File: config.mk
export PLATFORM = sky130hd
export DESIGN_NAME = block_ram_controller
export DESIGN_NICKNAME = d
export VERILOG_FILES = /design/src/rtl/block_ram_controller.sv
export SDC_FILE = /design/constraint.sdc
export NUM_CORES = 1
export LEC_CHECK = 0
export ABC_CLOCK_PERIOD_IN_PS = 6020
export CORE_UTILIZATION = 30
export CTS_BUF_LIST = sky130_fd_sc_hd__clkbuf_4 sky130_fd_sc_hd__clkbuf_8
export DETAILED_ROUTE_END_ITERATION = 7
export PLACE_DENSITY_LB_ADDON = 0.15
export SETUP_SLACK_MARGIN = 0.2
export SKIP_CTS_REPAIR_TIMING = 1
export SLEW_MARGIN = 25
export SYNTH_ARGS = -nofsm -noshare
export SYNTH_HDL_FRONTEND = slang
export SYNTH_SLANG_ARGS = --single-unit
File: constraint.sdc
create_clock -name clk -period 6.02 [get_ports clk]
set_input_delay 0.602 -clock clk [delete_from_list [all_inputs] [get_ports clk]]
set_output_delay 0.602 -clock clk [all_outputs]
set_load 0.03 [all_outputs]
File: src/rtl/block_ram_controller.sv
// Valid/ready bus responder in front of a single-port-read/single-port-write block RAM.
// Byte-strobe writes are done as read-modify-write; bad addresses never touch the RAM.
module block_ram_controller #(
  parameter int unsigned SIZE      = 1024,
  parameter int unsigned WIDTH     = 32,
  parameter int unsigned ADDR_BITS = 32,
  localparam int unsigned NB       = WIDTH / 8,
  localparam int unsigned AW       = $clog2(SIZE / NB)
) (
  input  logic                 clk,
  input  logic                 reset,
  input  logic                 i_req_valid,
  output logic                 o_req_ready,
  input  logic                 i_req_write,
  input  logic [ADDR_BITS-1:0] i_req_address,
  input  logic [WIDTH-1:0]     i_req_wdata,
  input  logic [NB-1:0]        i_req_wstrb,
  output logic                 o_resp_valid,
  input  logic                 i_resp_ready,
  output logic [WIDTH-1:0]     o_resp_rdata,
  output logic                 o_resp_error,
  output logic                 o_ram_write_en,
  output logic [AW-1:0]        o_ram_write_address,
  output logic [WIDTH-1:0]     o_ram_write_data,
  output logic [AW-1:0]        o_ram_read_address,
  input  logic [WIDTH-1:0]     i_ram_read_data
);

  localparam int unsigned OB = $clog2(NB);
  localparam logic [ADDR_BITS-1:0] ALIGN_MASK = ADDR_BITS'((64'd1 << OB) - 64'd1);

  typedef enum logic [1:0] {StIdle, StRdWait, StWrite, StResp} state_e;

  state_e            r_state, w_state_next;
  logic              r_write, w_write_next;
  logic [AW-1:0]     r_index, w_index_next;
  logic [WIDTH-1:0]  r_wdata, w_wdata_next;
  logic [NB-1:0]     r_wstrb, w_wstrb_next;
  logic [WIDTH-1:0]  r_rdata, w_rdata_next;
  logic              r_error, w_error_next;

  logic              w_accept;
  logic              w_misaligned;
  logic              w_out_of_range;
  logic [AW-1:0]     w_index;

  assign w_misaligned   = |(i_req_address & ALIGN_MASK);
  assign w_out_of_range = i_req_address >= ADDR_BITS'(SIZE);
  assign w_index        = AW'(i_req_address >> OB);
  assign w_accept       = i_req_valid && o_req_ready;

  always_comb begin
    w_state_next = r_state;
    w_write_next = r_write;
    w_index_next = r_index;
    w_wdata_next = r_wdata;
    w_wstrb_next = r_wstrb;
    w_rdata_next = r_rdata;
    w_error_next = r_error;
    unique case (r_state)
      StIdle: begin
        if (w_accept) begin
          w_write_next = i_req_write;
          w_index_next = w_index;
          w_wdata_next = i_req_wdata;
          w_wstrb_next = i_req_wstrb;
          if (w_misaligned || w_out_of_range) begin
            w_error_next = 1'b1;
            w_state_next = StResp;
          end else if (!i_req_write) begin
            w_state_next = StRdWait;
          end else if (&i_req_wstrb) begin
            w_state_next = StWrite;
          end else if (~|i_req_wstrb) begin
            w_state_next = StResp;
          end else begin
            // Partial strobe: fetch the old word first so it can be merged.
            w_state_next = StRdWait;
          end
        end
      end
      StRdWait: begin
        if (r_write) begin
          for (int b = 0; b < int'(NB); b++) begin
            w_wdata_next[8*b +: 8] = r_wstrb[b] ? r_wdata[8*b +: 8] : i_ram_read_data[8*b +: 8];
          end
          w_state_next = StWrite;
        end else begin
          w_rdata_next = i_ram_read_data;
          w_state_next = StResp;
        end
      end
      StWrite: w_state_next = StResp;
      StResp: begin
        if (i_resp_ready) begin
          w_rdata_next = '0;
          w_error_next = 1'b0;
          w_state_next = StIdle;
        end
      end
      default: w_state_next = StIdle;
    endcase
  end

  always_ff @(posedge clk or posedge reset) begin
    if (reset) begin
      r_state <= StIdle;
      r_write <= 1'b0;
      r_index <= '0;
      r_wdata <= '0;
      r_wstrb <= '0;
      r_rdata <= '0;
      r_error <= 1'b0;
    end else begin
      r_state <= w_state_next;
      r_write <= w_write_next;
      r_index <= w_index_next;
      r_wdata <= w_wdata_next;
      r_wstrb <= w_wstrb_next;
      r_rdata <= w_rdata_next;
      r_error <= w_error_next;
    end
  end

  assign o_req_ready         = (r_state == StIdle) && !reset;
  assign o_resp_valid        = (r_state == StResp);
  assign o_resp_rdata        = r_rdata;
  assign o_resp_error        = r_error;
  assign o_ram_write_en      = (r_state == StWrite);
  assign o_ram_write_address = r_index;
  assign o_ram_write_data    = r_wdata;
  // The RAM samples the live address on the accept edge, so RD_WAIT already has data.
  assign o_ram_read_address  = (r_state == StIdle) ? w_index : r_index;

endmodule

# ---- Word-level counts from Yosys, hierarchy flattened
# Index checks and enable logic that the tools add are counted.
dict set report op_classes {
  magnitude_cmp 1
  n_eq_ne 12
  n_mux 23
  n_reduce_logical 19
}
# cell n
set op_table {}
lappend op_table {{$mux 32} 4}
lappend op_table {{$pmux 32 s2} 2}
lappend op_table {{$mux 8} 5}
lappend op_table {{$ge 32x11->1 const B} 1}
lappend op_table {{$reduce_and 4->1} 6}
lappend op_table {{$ne 2x2->1 const B} 8}
lappend op_table {{$mux 2} 6}
lappend op_table {{$pmux 2 s4} 1}
lappend op_table {{$reduce_bool 2->1} 3}
lappend op_table {{$eq 2x2->1 const B} 2}
lappend op_table {{$mux 1} 4}
lappend op_table {{$reduce_and 2->1} 2}
lappend op_table {{$reduce_or 4->1} 1}
lappend op_table {{$reduce_and 3->1} 1}
lappend op_table {{$eq 2x1->1 const B} 1}
lappend op_table {{$logic_and 1x1->1} 2}
lappend op_table {{$logic_not 2->1} 1}
lappend op_table {{$ne 2x1->1 const B} 1}
lappend op_table {{$pmux 1 s2} 1}
lappend op_table {{$reduce_or 2->1} 1}
lappend op_table {{$logic_not 1->1} 1}
lappend op_table {{$logic_or 1x1->1} 1}
dict set report word_totals {
  reg_bits 80
  inputBits 105
  out_inout_bits 84
  wordCells 65
}

# ---- Depth between registers and ports, before layout
dict set report depth {
  ltp_word 7
  ltp_mapped 8
  ltp_nobuf 6
}

# ---- Worst setup path after synthesis
# Ideal clock, no wire load.
dict set report synth_timing {
  kind {register to output}
  startpoint {reg r_state[0]}
  endpoint {out o_ram_read_address[0]}
  arrival_ns 1.593
  t_required_ns 5.418
  setup_slack_ns 3.825
  stages_incl_launch_ff 6
  path_buffers 2
  cell_sequence {dfrtp_1 -> inv_1 -> ha_1 -> buf_4 -> buf_1 -> mux2_2}
}
dict set report synth_via {
  elab_chain_cells 2
}
# element line
set synth_lines {}
lappend synth_lines {{start: declaration} 34} ;# state_e r_state, w_state_next;
lappend synth_lines {{start signal: assignment} 107} ;# r_state <= StIdle;
lappend synth_lines {{start signal: assignment} 115} ;# r_state <= w_state_next;
lappend synth_lines {{$logic_not 2->1} 133} ;# assign o_ram_read_address = (r_state == StIdle) ? w_index : r_index;
lappend synth_lines {{$mux 8} 133}
lappend synth_lines {{end: declaration} 25} ;# output logic [AW-1:0] o_ram_read_address,
# Every way passes these cells.

# ---- Worst setup path in the final report
dict set report layout_timing {
  startpoint {reg r_state[0]}
  endpoint {out o_ram_read_address[2]}
}
# Same word-level chain as after synthesis.

==> flow_metrics.env <==
export IMPL_run_status="finished clean"
export IMPL_drtPass1Iterations=4
export IMPL_io_pins=189
export IMPL_drtIter0Drc=85
export IMPL_period_share_pct=50.6
export IMPL_wirelength_um=10500
export IMPL_crit_chain="inv_1 > ha_2 > mux2_2 > clkdlybuf4s50_1"
export IMPL_vdd_drop_max_uv=261
export IMPL_synth_cell_types=33
export IMPL_worstSetupPathType="flop to output port"
export IMPL_hold_path_end="o_resp_rdata[19]"
export IMPL_required_ps=5420
export IMPL_tightest_slew_ps=774
export IMPL_relSlewSlack_pct=48.4
export IMPL_fp_row_count=40
export IMPL_cts_root_buffer="clkbuf_8"
export IMPL_synthFlopType="dfrtp_1"
export IMPL_critPathLaunch="r_state[0]"
export IMPL_regToRegSetupSlack_ps=3190
export IMPL_hp_class="flop to flop"
export IMPL_final_antenna_net_count=0
export IMPL_synth_area_per_cell_um2=10.6
export IMPL_synth_seq_cells=80
export IMPL_reg2reg_depth=7
export IMPL_syn_inst=357
export IMPL_grt_antenna_before_repair=0
export IMPL_syn_cell_area_um2=3780
export IMPL_clk_latency_ps=350
export IMPL_crit_slowest_cell="clkdlybuf4s50_1"
export IMPL_synth_edff_count=0
export IMPL_worstSetupStartpointType="flop"
export IMPL_power_leakage_uw=0.00243
export IMPL_dpl_hpwl_um=7620
export IMPL_fin_skew_ps=15.2
export IMPL_grt_use_total_pct=16.8
export IMPL_clkSlewWorstSetupHoldPaths_ps=90
export IMPL_ys_seq_area_share_pct=53.0
export IMPL_end_kind="output port"
export IMPL_vias_per_cell=4.52
export IMPL_slowest_delay_ps=600
export IMPL_clockBufferDepth=2
export IMPL_reg2reg_to="o_ram_write_data[0]"
export IMPL_synthToLayoutAreaGrowth_pct=58.6
export IMPL_drive_gt1_share_pct=10.8
export IMPL_fin_nets=649
export IMPL_initial_core_util_pct=31.1
export IMPL_die_area_um2=13100
export IMPL_max_freq_mhz=328
export IMPL_cts_buffers=9
export IMPL_die_w_um=114
export IMPL_io_buffers=188
export IMPL_synthArstFlopShare_pct=100
export IMPL_tns_ps=0
export IMPL_reg2reg_from="r_state[1]"
export IMPL_grt_pass1_vias=3333
export IMPL_setup_violations_final=0
export IMPL_cts_sinks=80
export IMPL_cp_max_fo=19
export IMPL_hold_viol_final=0
export IMPL_min_from="o_resp_rdata[19]"
export IMPL_drv_slew=0
export IMPL_routedWlPerCell_um=14.8
export IMPL_rsz0062_at_grt="no"
export IMPL_p_per_area_nw_per_um2=578
export IMPL_die_height_um=114
export IMPL_yosysWarnings=0
export IMPL_cts_tree="built"
export IMPL_place_congestion=0.707
export IMPL_synth_nets=466
export IMPL_arrival_ps=2450
export IMPL_grt_pass1_wl_um=16900
export IMPL_final_util_pct=49.3
export IMPL_hold_depth=2
export IMPL_grt_max_degree=65
export IMPL_maxCapViolCount=0
export IMPL_fin_crit_ps=3050
export IMPL_vias=3222
export IMPL_htreeDepth=3
export IMPL_drcViolationCount=0
export IMPL_core_area_um2=12200
export IMPL_n_antenna_cell=0
export IMPL_gr_total_overflow=0
-- cells in the mapped netlist (all sizes together), types with 2 or more instances --
cell type	number	area share, %
a21oi	33	5.2
mux2i	33	9.1
mux2	21	6.3
nand2	67	6.7
inv	3	0.30
nor2	34	3.4
ha	4	1.3
a221oi	4	2.8
nor4	6	0.99
nor3	2	0.26
dfrtp	80	53
clkbuf	6	0.60
nor2b	4	0.66
buf	14	2.7
o21ai	33	4.4
-- through the flow --
| stage | hold slack [ps] | total power (µW) | setup slack (ps) | area, µm² | std cells |
|---|---|---|---|---|---|
| finish | 480 | 3460 | 2970 | 5990 | 713 |
| global route | 516 | 3720 | 2850 | 5990 | 713 |
| CTS | 489 | 3510 | 2600 | 5990 | 713 |
| detailed placement | 470 | 3110 | 3000 | 5790 | 697 |
| global placement | 462 | 3070 | 3110 | 5790 | 697 |
| floorplan | 539 | 2320 | 3370 | 3780 | 357 |
-- logic make-up after synthesis --
family | after synthesis | share of synthesized area, %
simple gates | 119 | 13.1
mux | 54 | 15.3
buf+inv | 24 | 3.71
compound gates | 76 | 13.5
fa+ha+maj | 4 | 1.32
flops | 80 | 53.0
-- routing by layer --
layer	routed length (µm)	track usage [%]	part of all wire [%]	up-vias
met1	4800	21.6	46	1497
met2	4840	26.7	46	122
li1	-	-	-	1594
met4	97	5.45	0.92	0
met3	791	5.35	7.5	9
met5	0	0	0	-
-- state kept, by name (all words and copies together) (netlist names) --
register,cells
o_ram_write_data,32
r_wstrb,4
r_write,1
r_state,2
o_ram_write_address,8
o_resp_error,1
o_resp_rdata,32
-- cell type report --
cell class,instances,area [µm²]
Clock inverter,3,23.8
Fill cell,1156,6170
Tap cell,168,210
Multi-Input combinational cell,253,1660
Inverter,4,16.3
Timing Repair Buffer,192,1910
Sequential cell,80,2000
Clock buffer,13,173
-- worst max-delay path by stage --
| stage | endpoint | slack, ps | cells after the start |
|---|---|---|---|
| 3_5_place_dp | o_ram_read_address[2] | 3000 | 4 |
| 3_3_place_gp | o_ram_read_address[1] | 3110 | 4 |
| 2_1_floorplan | o_ram_write_address[0] | 3370 | 1 |
| 4_1_cts | o_ram_read_address[2] | 2600 | 4 |
| 5_1_grt | o_ram_read_address[2] | 2850 | 4 |
| 6_report | o_ram_read_address[2] | 2970 | 4 |
-- worst max-delay path, delay by kind of cell, from the launching register on --
family     cells  cell delay (ps)
buf+inv        2              700
fa+ha+maj      1              550
flops          1              430
mux            1              400
-- power by group --
group | leakage [µW] | total (µW) | switching (µW) | internal (µW)
sequential | 0.000952 | 950 | 151 | 799
clock | 0.0000957 | 392 | 201 | 190
combinational | 0.00138 | 2120 | 1250 | 875
total | 0.00243 | 3460 | 1600 | 1860
-- cells in the final DEF (no fill, tap or decap), drive strengths merged, types with 2 or more instances in the layout --
master           n
clkinv           2
a21oi           33
clkbuf          13
a221oi           4
dfrtp           80
ha               4
nor3             2
clkinvlp         2
mux2            21
nor4             6
inv              3
clkdlybuf4s50  188
buf              4
o21ai           33
mux2i           33
nand2           67
nor2            34
nor2b            4
(Power assumes the default switching activity.)
